--- src/rtl/nanomamba_sf_router_pl.sv ---
// Spectral-flatness MoE router: log2-domain flatness, restoring divide, PWL gate, hysteresis.
// Optional gate EMA smoothing is compiled in with `define NANOMAMBA_ROUTER_GATE_SMOOTH_EN.
module nanomamba_sf_router_pl #(
    parameter int N_MELS      = 40,
    parameter int MEL_W       = 16,
    parameter int ALPHA_SHIFT = 2
) (
    input  logic             clk,
    input  logic             rst_n,
    input  logic [MEL_W-1:0] mel_in,
    input  logic             mel_valid,
    input  logic             mel_last,
    output logic             mel_ready,
    input  logic [7:0]       cfg_temp,
    input  logic [6:0]       cfg_thresh,
    input  logic [7:0]       cfg_hi,
    input  logic [7:0]       cfg_lo,
    output logic [7:0]       gate_out,
    output logic             gate_valid,
    output logic             expert_sel,
    output logic             frame_err
);

    localparam int CW   = $clog2(N_MELS + 1);
    localparam int LS_W = 7 + CW;
    localparam int AS_W = MEL_W + CW;
    localparam int DW   = (LS_W > AS_W) ? LS_W : AS_W;
    localparam int KW   = $clog2(DW + 1);

    localparam logic [CW:0]   DIV_D   = (CW + 1)'(N_MELS);
    localparam logic [5:0]    N_CNT   = 6'(N_MELS);
    localparam logic [5:0]    CNT_MAX = 6'd63;
    localparam logic [KW-1:0] L_LAST  = KW'(LS_W - 1);
    localparam logic [KW-1:0] A_LAST  = KW'(AS_W - 1);

    localparam logic [2:0] S_ACC  = 3'd0;
    localparam logic [2:0] S_CHK  = 3'd1;
    localparam logic [2:0] S_DIVL = 3'd2;
    localparam logic [2:0] S_DIVA = 3'd3;
    localparam logic [2:0] S_GATE = 3'd4;
    localparam logic [2:0] S_OUT  = 3'd5;

    if (N_MELS < 2 || N_MELS > 63 || MEL_W < 1 || MEL_W > 16 ||
        ALPHA_SHIFT < 0 || ALPHA_SHIFT > 8) begin : g_param_check
        $error("nanomamba_sf_router_pl: parameter out of range");
    end

    // Q4.3 log2: MSB index in the integer part, next three bits as fraction
    function automatic logic [6:0] log2q(input logic [MEL_W-1:0] x);
        logic [MEL_W+2:0] t;
        logic [6:0]       p;
        logic [2:0]       f;
        p = '0;
        for (int i = 0; i < MEL_W; i++) begin
            if (x[i]) p = 7'(i);
        end
        t = {x, 3'b000};
        f = 3'(t >> p);
        if (x == '0) return 7'd0;
        return (p << 3) | {4'd0, f};
    endfunction

    logic [2:0]      state;
    logic [LS_W-1:0] log_sum;
    logic [AS_W-1:0] arith_sum;
    logic [5:0]      count;
    logic [DW-1:0]   div_q;
    logic [CW-1:0]   div_r;
    logic [KW-1:0]   div_cnt;
    logic [LS_W-1:0] mean_log;
    logic [7:0]      temp_r;
    logic [6:0]      thresh_r;
    logic [7:0]      hi_r;
    logic [7:0]      lo_r;
    logic [7:0]      g_r;

    assign mel_ready = (state == S_ACC);

    logic [6:0] l2_in;
    assign l2_in = log2q(mel_in);

    logic [CW:0]   rr;
    logic          q_bit;
    logic [CW-1:0] r_nxt;
    logic [DW-1:0] q_nxt;

    always_comb begin
        rr    = {div_r, div_q[DW-1]};
        q_bit = (rr >= DIV_D);
        r_nxt = q_bit ? CW'(rr - DIV_D) : rr[CW-1:0];
        q_nxt = {div_q[DW-2:0], q_bit};
    end

    // After DIV_A the quotient (am) sits in the low bits of div_q
    logic [6:0]               l2_am;
    logic signed [LS_W+1:0]   dd;
    logic [6:0]               d;
    logic signed [8:0]        xs;
    logic signed [17:0]       prod;
    logic signed [17:0]       gw;
    logic [7:0]               g_c;

    always_comb begin
        l2_am = log2q(div_q[MEL_W-1:0]);
        dd    = $signed((LS_W + 2)'(l2_am)) - $signed((LS_W + 2)'(mean_log));
        d     = 7'd0;
        if (dd[LS_W+1])
            d = 7'd0;
        else if (dd > $signed((LS_W + 2)'(127)))
            d = 7'd127;
        else
            d = dd[6:0];
        xs   = $signed({2'b00, thresh_r}) - $signed({2'b00, d});
        prod = xs * $signed({1'b0, temp_r});
        gw   = 18'sd128 + (prod >>> 4);
        g_c  = 8'd0;
        if (gw < 0)
            g_c = 8'd0;
        else if (gw > 18'sd255)
            g_c = 8'd255;
        else
            g_c = gw[7:0];
    end

    logic [7:0] g_fin;

`ifdef NANOMAMBA_ROUTER_GATE_SMOOTH_EN
    logic [7:0]        gate_s;
    logic signed [9:0] sd;
    logic signed [9:0] s_sum;

    assign sd    = $signed({2'b00, g_r}) - $signed({2'b00, gate_s});
    assign s_sum = $signed({2'b00, gate_s}) + (sd >>> ALPHA_SHIFT);
    assign g_fin = 8'(s_sum);

    always_ff @(posedge clk or negedge rst_n) begin
        if (!rst_n)
            gate_s <= 8'd128;
        else if (state == S_OUT)
            gate_s <= g_fin;
    end
`else
    assign g_fin = g_r;
`endif

    always_ff @(posedge clk or negedge rst_n) begin
        if (!rst_n) begin
            state      <= S_ACC;
            log_sum    <= '0;
            arith_sum  <= '0;
            count      <= '0;
            div_q      <= '0;
            div_r      <= '0;
            div_cnt    <= '0;
            mean_log   <= '0;
            temp_r     <= '0;
            thresh_r   <= '0;
            hi_r       <= '0;
            lo_r       <= '0;
            g_r        <= 8'd128;
            gate_out   <= 8'd128;
            gate_valid <= 1'b0;
            expert_sel <= 1'b0;
            frame_err  <= 1'b0;
        end else begin
            gate_valid <= 1'b0;
            frame_err  <= 1'b0;
            unique case (state)
                S_ACC: begin
                    if (mel_valid) begin
                        log_sum   <= log_sum + LS_W'(l2_in);
                        arith_sum <= arith_sum + AS_W'(mel_in);
                        if (count != CNT_MAX) count <= count + 6'd1;
                        if (mel_last) state <= S_CHK;
                    end
                end
                S_CHK: begin
                    if (count != N_CNT) begin
                        frame_err <= 1'b1;
                        log_sum   <= '0;
                        arith_sum <= '0;
                        count     <= '0;
                        state     <= S_ACC;
                    end else begin
                        temp_r   <= cfg_temp;
                        thresh_r <= cfg_thresh;
                        hi_r     <= cfg_hi;
                        lo_r     <= cfg_lo;
                        div_q    <= DW'(log_sum) << (DW - LS_W);
                        div_r    <= '0;
                        div_cnt  <= '0;
                        state    <= S_DIVL;
                    end
                end
                S_DIVL: begin
                    div_q   <= q_nxt;
                    div_r   <= r_nxt;
                    div_cnt <= div_cnt + 1'b1;
                    if (div_cnt == L_LAST) begin
                        mean_log <= q_nxt[LS_W-1:0];
                        div_q    <= DW'(arith_sum) << (DW - AS_W);
                        div_r    <= '0;
                        div_cnt  <= '0;
                        state    <= S_DIVA;
                    end
                end
                S_DIVA: begin
                    div_q   <= q_nxt;
                    div_r   <= r_nxt;
                    div_cnt <= div_cnt + 1'b1;
                    if (div_cnt == A_LAST) state <= S_GATE;
                end
                S_GATE: begin
                    g_r   <= g_c;
                    state <= S_OUT;
                end
                S_OUT: begin
                    gate_out   <= g_fin;
                    gate_valid <= 1'b1;
                    if (g_fin >= hi_r)
                        expert_sel <= 1'b1;
                    else if (g_fin <= lo_r)
                        expert_sel <= 1'b0;
                    log_sum   <= '0;
                    arith_sum <= '0;
                    count     <= '0;
                    state     <= S_ACC;
                end
                default: state <= S_ACC;
            endcase
        end
    end

endmodule

--- config.mk ---
export PLATFORM = sky130hd
export DESIGN_NAME = nanomamba_sf_router_pl
export DESIGN_NICKNAME = d
export VERILOG_FILES = /design/src/rtl/nanomamba_sf_router_pl.sv
export SDC_FILE = /design/constraint.sdc
export NUM_CORES = 1
export LEC_CHECK = 0
export CELL_PAD_IN_SITES_DETAIL_PLACEMENT = 0
export CELL_PAD_IN_SITES_GLOBAL_PLACEMENT = 1
export CORE_ASPECT_RATIO = 1.4
export CORE_MARGIN = 2
export CORE_UTILIZATION = 51
export CTS_CLUSTER_DIAMETER = 30
export DETAILED_ROUTE_END_ITERATION = 12
export PLACE_DENSITY = 0.94
export SYNTH_ARGS = -nofsm -noshare
export SYNTH_HDL_FRONTEND = slang
export SYNTH_SLANG_ARGS = --single-unit
--- constraint.sdc ---
create_clock -name clk -period 24.8 [get_ports clk]
set_input_delay 7.44 -clock clk [delete_from_list [all_inputs] [get_ports clk]]
set_output_delay 7.44 -clock clk [all_outputs]
set_load 0.01 [all_outputs]
# Word-level counts from Yosys, hierarchy flattened
# Index checks and enable logic that the tools add are counted.
dict set report totals {
  register_bits 140
  latchBits 0
  mem_bits_rw 0
  rom_bits 0
  output_inout_bits 12
  wordCells 137
  memories 0
}
dict set report op_classes {
  add_sub_neg 8
  mul 1
  n_div 0
  n_lt_le_gt_ge 6
  eq_ne 16
  n_shift 2
  n_mux 71
  n_bitwise 3
  n_reduce_logical 13
}
# cell n
set ops {}
lappend ops {{7-bit two-way mux} 28}
lappend ops {{22-bit case mux with 3 select lines} 2}
lappend ops {{22-bit two-way mux} 4}
lappend ops {{13-bit case mux with 3 select lines} 1}
lappend ops {{19-bit by 7-bit right shift with 3-bit output} 2}
lappend ops {{6-bit two-way mux} 6}
lappend ops {{6-bit case mux with 3 select lines} 2}
lappend ops {{16-bit zero test} 2}
lappend ops {{13-bit two-way mux} 2}
lappend ops {{3-bit two-way mux} 8}
lappend ops {{22-bit by 16-bit adder with 22-bit output} 1}
lappend ops {{8-bit by 9-bit multiplier with 17-bit output} 1}
lappend ops {{8-bit two-way mux} 2}
lappend ops {{3-bit case mux with 5 select lines} 1}
lappend ops {{5-bit case mux with 3 select lines} 1}
lappend ops {{9-bit by 13-bit adder with 14-bit output, first input constant} 1}
lappend ops {{14-bit by 8-bit > comparator with 1-bit output, second input constant} 1}
lappend ops {{14-bit by 9-bit > comparator with 1-bit output, second input constant} 1}
lappend ops {{14-bit by 1-bit < comparator with 1-bit output, second input constant} 1}
lappend ops {{7-bit by 3-bit bitwise OR with 7-bit output} 2}
lappend ops {{7-bit by 13-bit subtractor with 14-bit output} 1}
lappend ops {{13-bit by 7-bit adder with 13-bit output} 1}
lappend ops {{2-bit inequality test, second input constant} 6}
lappend ops {{6-bit inequality test, second input constant} 2}
lappend ops {{23 further kinds} 41}

# Longest topological paths before layout
dict set report logic_depth {
  ltp_word 28
  depth_mapped 49
  depth_no_buf 47
}

# Least setup slack after synthesis
# Ideal clock, no wire load.
dict set report synth_timing {
  path_kind {input -> register}
  from {input mel_in[13]}
  to {register log_sum[10]}
  setup_time_ps 132
  arrival_time_ps 10817
  required_time_ps 24668
  setup_slack_ps 13851
  stages 19
  path_buffers 2
  path_cell_list {clkbuf_1 nor3_1 a31oi_1 a21oi_1 clkbuf_1 mux2i_1 mux2i_1 a211oi_1 a21oi_1 ha_1 fa_1 a21oi_1 o21bai_1 a21o_1 a21o_1 a21oi_1 nor3_1 xnor2_1 nor2_1}
}
dict set report synth_between {
  elab_chain_cells 9
  word_cells_on_any_way 11
}
# item line_no
set synth_rtl {}
lappend synth_rtl {{from (decl)} 10} ;# input logic [MEL_W-1:0] mel_in,
lappend synth_rtl {{7-bit two-way mux (3 in series)} 55} ;# if (x[i]) p = 7'(i);
lappend synth_rtl {{19-bit by 7-bit right shift with 3-bit output} 58} ;# f = 3'(t >> p);
lappend synth_rtl {{7-bit by 3-bit bitwise OR with 7-bit output} 60} ;# return (p << 3) | {4'd0, f};
lappend synth_rtl {{7-bit two-way mux *} 60}
lappend synth_rtl {{13-bit by 7-bit adder with 13-bit output *} 171} ;# log_sum <= log_sum + LS_W'(l2_in);
lappend synth_rtl {{13-bit two-way mux *} 170} ;# if (mel_valid) begin
lappend synth_rtl {{13-bit case mux with 3 select lines *} 168} ;# unique case (state)
lappend synth_rtl {{to (signal assigned)} 171}
lappend synth_rtl {{to (decl)} 64} ;# logic [LS_W-1:0] log_sum;
# Every way passes the cells marked *; elsewhere a longest branch is shown, timed or not. The select of a mux whose other input is x is not followed.
# A chain may end at the register's enable or synchronous reset.

# Worst setup path in the final report
dict set report layout_timing {
  from {register div_q[3]}
  to {register g_r[5], in the netlist g_fin[5]}
}
dict set report layout_between {
  elab_chain_cells 26
  word_cells_on_any_way 29
}
# item line_no
set layout_rtl {}
lappend layout_rtl {{from (decl)} 67} ;# logic [DW-1:0] div_q;
lappend layout_rtl {{from (signal assigned)} 189} ;# div_q <= DW'(log_sum) << (DW - LS_W);
lappend layout_rtl {{from (signal assigned)} 196} ;# div_q <= q_nxt;
lappend layout_rtl {{from (signal assigned)} 201} ;# div_q <= DW'(arith_sum) << (DW - AS_W);
lappend layout_rtl {{7-bit two-way mux (13 in series)} 55}
lappend layout_rtl {{19-bit by 7-bit right shift with 3-bit output} 58}
lappend layout_rtl {{7-bit by 3-bit bitwise OR with 7-bit output} 60}
lappend layout_rtl {{7-bit two-way mux *} 60}
lappend layout_rtl {{7-bit by 13-bit subtractor with 14-bit output *} 105} ;# dd = $signed((LS_W + 2)'(l2_am)) - $signed((LS_W + 2)'(mean_log));
lappend layout_rtl {{14-bit by 8-bit > comparator with 1-bit output} 109} ;# else if (dd > $signed((LS_W + 2)'(127)))
lappend layout_rtl {{7-bit two-way mux} 109}
lappend layout_rtl {{7-bit two-way mux *} 107} ;# if (dd[LS_W+1])
lappend layout_rtl {{7-bit by 7-bit subtractor with 8-bit output *} 113} ;# xs = $signed({2'b00, thresh_r}) - $signed({2'b00, d});
lappend layout_rtl {{8-bit by 9-bit multiplier with 17-bit output *} 114} ;# prod = xs * $signed({1'b0, temp_r});
lappend layout_rtl {{9-bit by 13-bit adder with 14-bit output *} 115} ;# gw = 18'sd128 + (prod >>> 4);
lappend layout_rtl {{14-bit by 9-bit > comparator with 1-bit output} 119} ;# else if (gw > 18'sd255)
lappend layout_rtl {{8-bit two-way mux} 119}
lappend layout_rtl {{8-bit two-way mux *} 117} ;# if (gw < 0)
lappend layout_rtl {{to (signal assigned)} 214} ;# g_r <= g_c;
lappend layout_rtl {{to (decl)} 75} ;# logic [7:0] g_r;
# Every way passes the cells marked *; elsewhere a longest branch is shown, timed or not.

==> Flow_metrics.wiki <==
{| class="wikitable"
! Metric !! Value
|-
| Max-slew violation count || 0
|-
| Largest net degree at the start of global routing || 84
|-
| Via count of the first global-routing pass || between 9000 and 10000
|-
| Total Neg Setup Slack || 0 ns
|-
| Boundary pin count || 63
|-
| Synthesized flop and latch total || 140
|-
| Remaining antenna violation count after routing || 0
|-
| Mapped Cells || between 1000 and 1500
|-
| Main combinational cell family by area after synthesis || adder cells
|-
| Post-synthesis share of cell area spent on full adders, half adders and majority gates || 0.187
|-
| Top flip-flop cell by instance count after synthesis || sky130_fd_sc_hd__dfrtp_1
|-
| Netlist cell types || 72
|-
| Hold Crit Class || flop to flop
|-
| Post-synthesis compound-gate area fraction || 0.183
|-
| Leading cell types by count after synthesis || sky130_fd_sc_hd__dfrtp_1, sky130_fd_sc_hd__nand2_1, sky130_fd_sc_hd__inv_1
|-
| Data required time at the worst endpoint || roughly 25 ns
|-
| Start-to-end type of the worst setup path || flop to flop
|-
| Total Routed Length || roughly 26 mm
|-
| Crit path launch || div_q[3]
|-
| Layout overhead on the synthesized area || 13.0%
|-
| Number of endpoints failing setup at the final stage || 0
|-
| Total clock buffers created by CTS || 17
|-
| Post-synthesis net count || roughly 1400
|-
| Die outline height || 178 um
|-
| CP Buf/Inv Count || 4
|-
| Core area || around 21000 um2
|-
| Width of the die || 129 um
|-
| Number of vias after detailed routing || approximately 9100
|-
| Hold-fix buffers at CTS || 0
|-
| Cell at the root of the clock tree || sky130_fd_sc_hd__clkbuf_16
|-
| Most common cell in the synthesized netlist || sky130_fd_sc_hd__dfrtp_1
|-
| Total setup buffers inserted after CTS || 0
|-
| Effective utilization at floorplan || 0.521
|-
| Highest clock frequency the design can meet || just over 0.08 GHz
|-
| Number of synthesis warnings || 0
|-
| Number of violations reported at the end of detailed-routing iteration 0 || roughly 570
|-
| Setup repair after global routing missed its margin || false
|-
| Cell area after synthesis || ~11000 um2
|-
| Via/cell ratio || about 5.9
|-
| Xor and xnor area share after synthesis || 0.0363
|-
| Total Routing Usage GR || 0.233
|-
| Master of the slowest instance on the critical path || sky130_fd_sc_hd__fa_1
|-
| Cell type with the highest aggregate area in the netlist || sky130_fd_sc_hd__dfrtp_1
|-
| Placement row count || 63
|-
| Setup slack at placement || 12.42 ns
|-
| Multiplexer fraction of the synthesized cell area || 0.0589
|-
| Largest cells by area after synthesis || sky130_fd_sc_hd__dfrtp_1, sky130_fd_sc_hd__ha_1, sky130_fd_sc_hd__fa_1
|-
| Hold Startpoint || gate_out[0]
|-
| Endpoint class of the critical path || flop
|-
| Hold Slack || about 0.48 ns
|-
| Top Family by Delay on Critical Path || compound AO/OA/AOI/OAI gates
|-
| # Max-Cap Violations || 0
|-
| Pin slew with the least headroom to its limit || around 1.2 ns
|-
| Proportion of synthesized flip-flops having asynchronous set or reset || 1.00
|-
| DRC violation count after routing || 0
|-
| Max clock buf depth || 2
|-
| Status || completed
|-
| Final critical-path required period || 12.05 ns
|-
| CTS H-Tree Depth || 4
|-
| Initial antenna violation count || 0
|-
| Avg WL per Cell || 16.4 um
|-
| Die ar. || around 23000 um2
|-
| Number of enable flip-flop cells after synthesis || 0
|-
| # port buffers || 62
|-
| Portion of the post-synthesis area used by sequential elements || 0.316
|-
| Basic-gate share of the synthesized area counting and, or, nand and nor cells || 0.164
|-
| CTS tree || done
|-
| Worst skew pair latency || 0.43 ns
|-
| Fraction of layout cells with a size suffix above 1 || 0.0704
|-
| Delay of the slowest cell on the worst path || 0.55 ns
|-
| Minimum setup slack in the final design || 12.75 ns
|-
| Highest net fanout along the worst path || 10
|-
| Total congestion overflow || 0
|-
| N_diodes || 0
|-
| Ratio of final minimum period to clock period || 0.486
|-
| Fin Clk Skew || approximately 0.015 ns
|-
| Area share of the largest cell type after synthesis || 0.311
|-
| Arrival time worst endpoint || roughly 12 ns
|-
| Gp weighted congestion || 0.940
|-
| Wire length of the first global-routing pass || about 43 mm
|-
| Post-synthesis average cell area || ~9 um2
|-
| Clock slew seen by the registers of the worst setup and hold paths || ~0.060 ns
|-
| Worst reg2reg startpoint || div_q[3]
|-
| Final Hold Viols || 0
|-
| Num Clock Sinks || between 100 and 150
|-
| Normalized max-slew margin || 0.185
|-
| Setup crit start kind || flop
|-
| HPWL after DPL || roughly 19 mm
|-
| # nets final || around 1500
|-
| Post-CTS Resized || 0
|-
| Detailed-routing iteration count for the pre-antenna-repair pass || 5
|}
==> cell type report <==
cell class / instances / area [um2]
clock buffers: 19 / 443
inverters: 113 / 424
repair buffers: 71 / 689
clock inverters: 13 / 131
multi-input cells: 936 / 7010
flip-flops and latches: 140 / 3510
well taps: 260 / 325
fillers: 1879 / 8750
==> worst register-to-register path, delay by kind of cell (launching register included) <==
family	cells	cell delay (ns)
mux	1	0.54
fa+ha+maj	8	3.32
xor+xnor	1	0.26
flops	1	0.45
buf+inv	4	0.25
simple gates	9	2.13
compound gates	21	5.00
==> worst paths after layout <==
kind / endpoint / slack [ns] / cells after the start
setup / recovery: g_fin[5] / 12.75 / 44
hold / removal: gate_out[0] / 0.48 / 2
setup reg to reg: g_fin[5] / 12.75 / 44
hold reg to reg: gate_out[0] / 0.48 / 2
max in group asynchronous: temp_r[1] / 16.48 / 2
min in group asynchronous: count[0] / 7.06 / 1
==> flip-flops by register name (all words and copies together) (netlist names), 7 cells and up <==
| register | flops |
|---|---|
| thresh_r | 7 |
| div_q | 22 |
| lo_r | 8 |
| gate_out | 8 |
| g_fin | 8 |
| mean_log | 13 |
| hi_r | 8 |
| arith_sum | 22 |
| temp_r | 8 |
| log_sum | 13 |
==> cell families (layout without fill, tap and decap cells) <==
family | after synthesis | count (layout)
AOI/OAI and AO/OA | 314 | 314
xor gates and xnor gates | 46 | 46
adders and majority gates | 142 | 142
buffers and inverters | 157 | 216
DFF | 140 | 140
muxes | 58 | 58
and+or+nand+nor | 376 | 376
==> metrics by stage <==
step | util | std cells | instance area, um2
floorplan | - | 1233 | 11100
global placement | 0.562 | 1520 | 12000
detailed placement | 0.562 | 1520 | 12000
CTS | 0.589 | 1552 | 12500
global route | 0.589 | 1552 | 12500
finish | 0.589 | 1552 | 12500
==> cells in the final DEF (no fill, tap or decap), drive strengths merged, types with 4 or more instances in the layout <==
master	netlist	layout
nand2	131	131
a222oi	6	6
o21bai	8	8
dfrtp	138	138
a22o	4	4
ha	102	102
o31ai	14	14
and2	39	39
a21oi	65	65
a221o	10	10
nand4	8	8
nor4	7	7
xnor2	28	28
inv	113	118
or3	4	4
nor2b	24	24
o211ai	13	13
o21ai	100	100
a21o	26	26
nand3	41	41
o31a	4	4
nor2	65	65
or2	6	6
clkdlybuf4s50	0	61
a211oi	15	15
clkinv	0	5
nor3	19	19
xor2	18	18
o21a	7	7
nor3b	4	4
clkbuf	40	19
a31oi	7	7
and3	5	5
mux2	28	28
a211o	5	5
buf	4	10
nand2b	15	15
fa	40	40
mux2i	27	27
==> metal layers <==
metal  track usage  part of all wire  vias to the layer above
met5             0                 0                        -
met4         0.105             0.034                        0
met3        0.0339             0.023                       57
met2         0.432              0.54                      160
met1         0.264              0.41                     4450
li1              -                 -                     4437
Power is not shown: default switching activity piles up to over one toggle a cycle in this logic, so the estimate is an artifact.
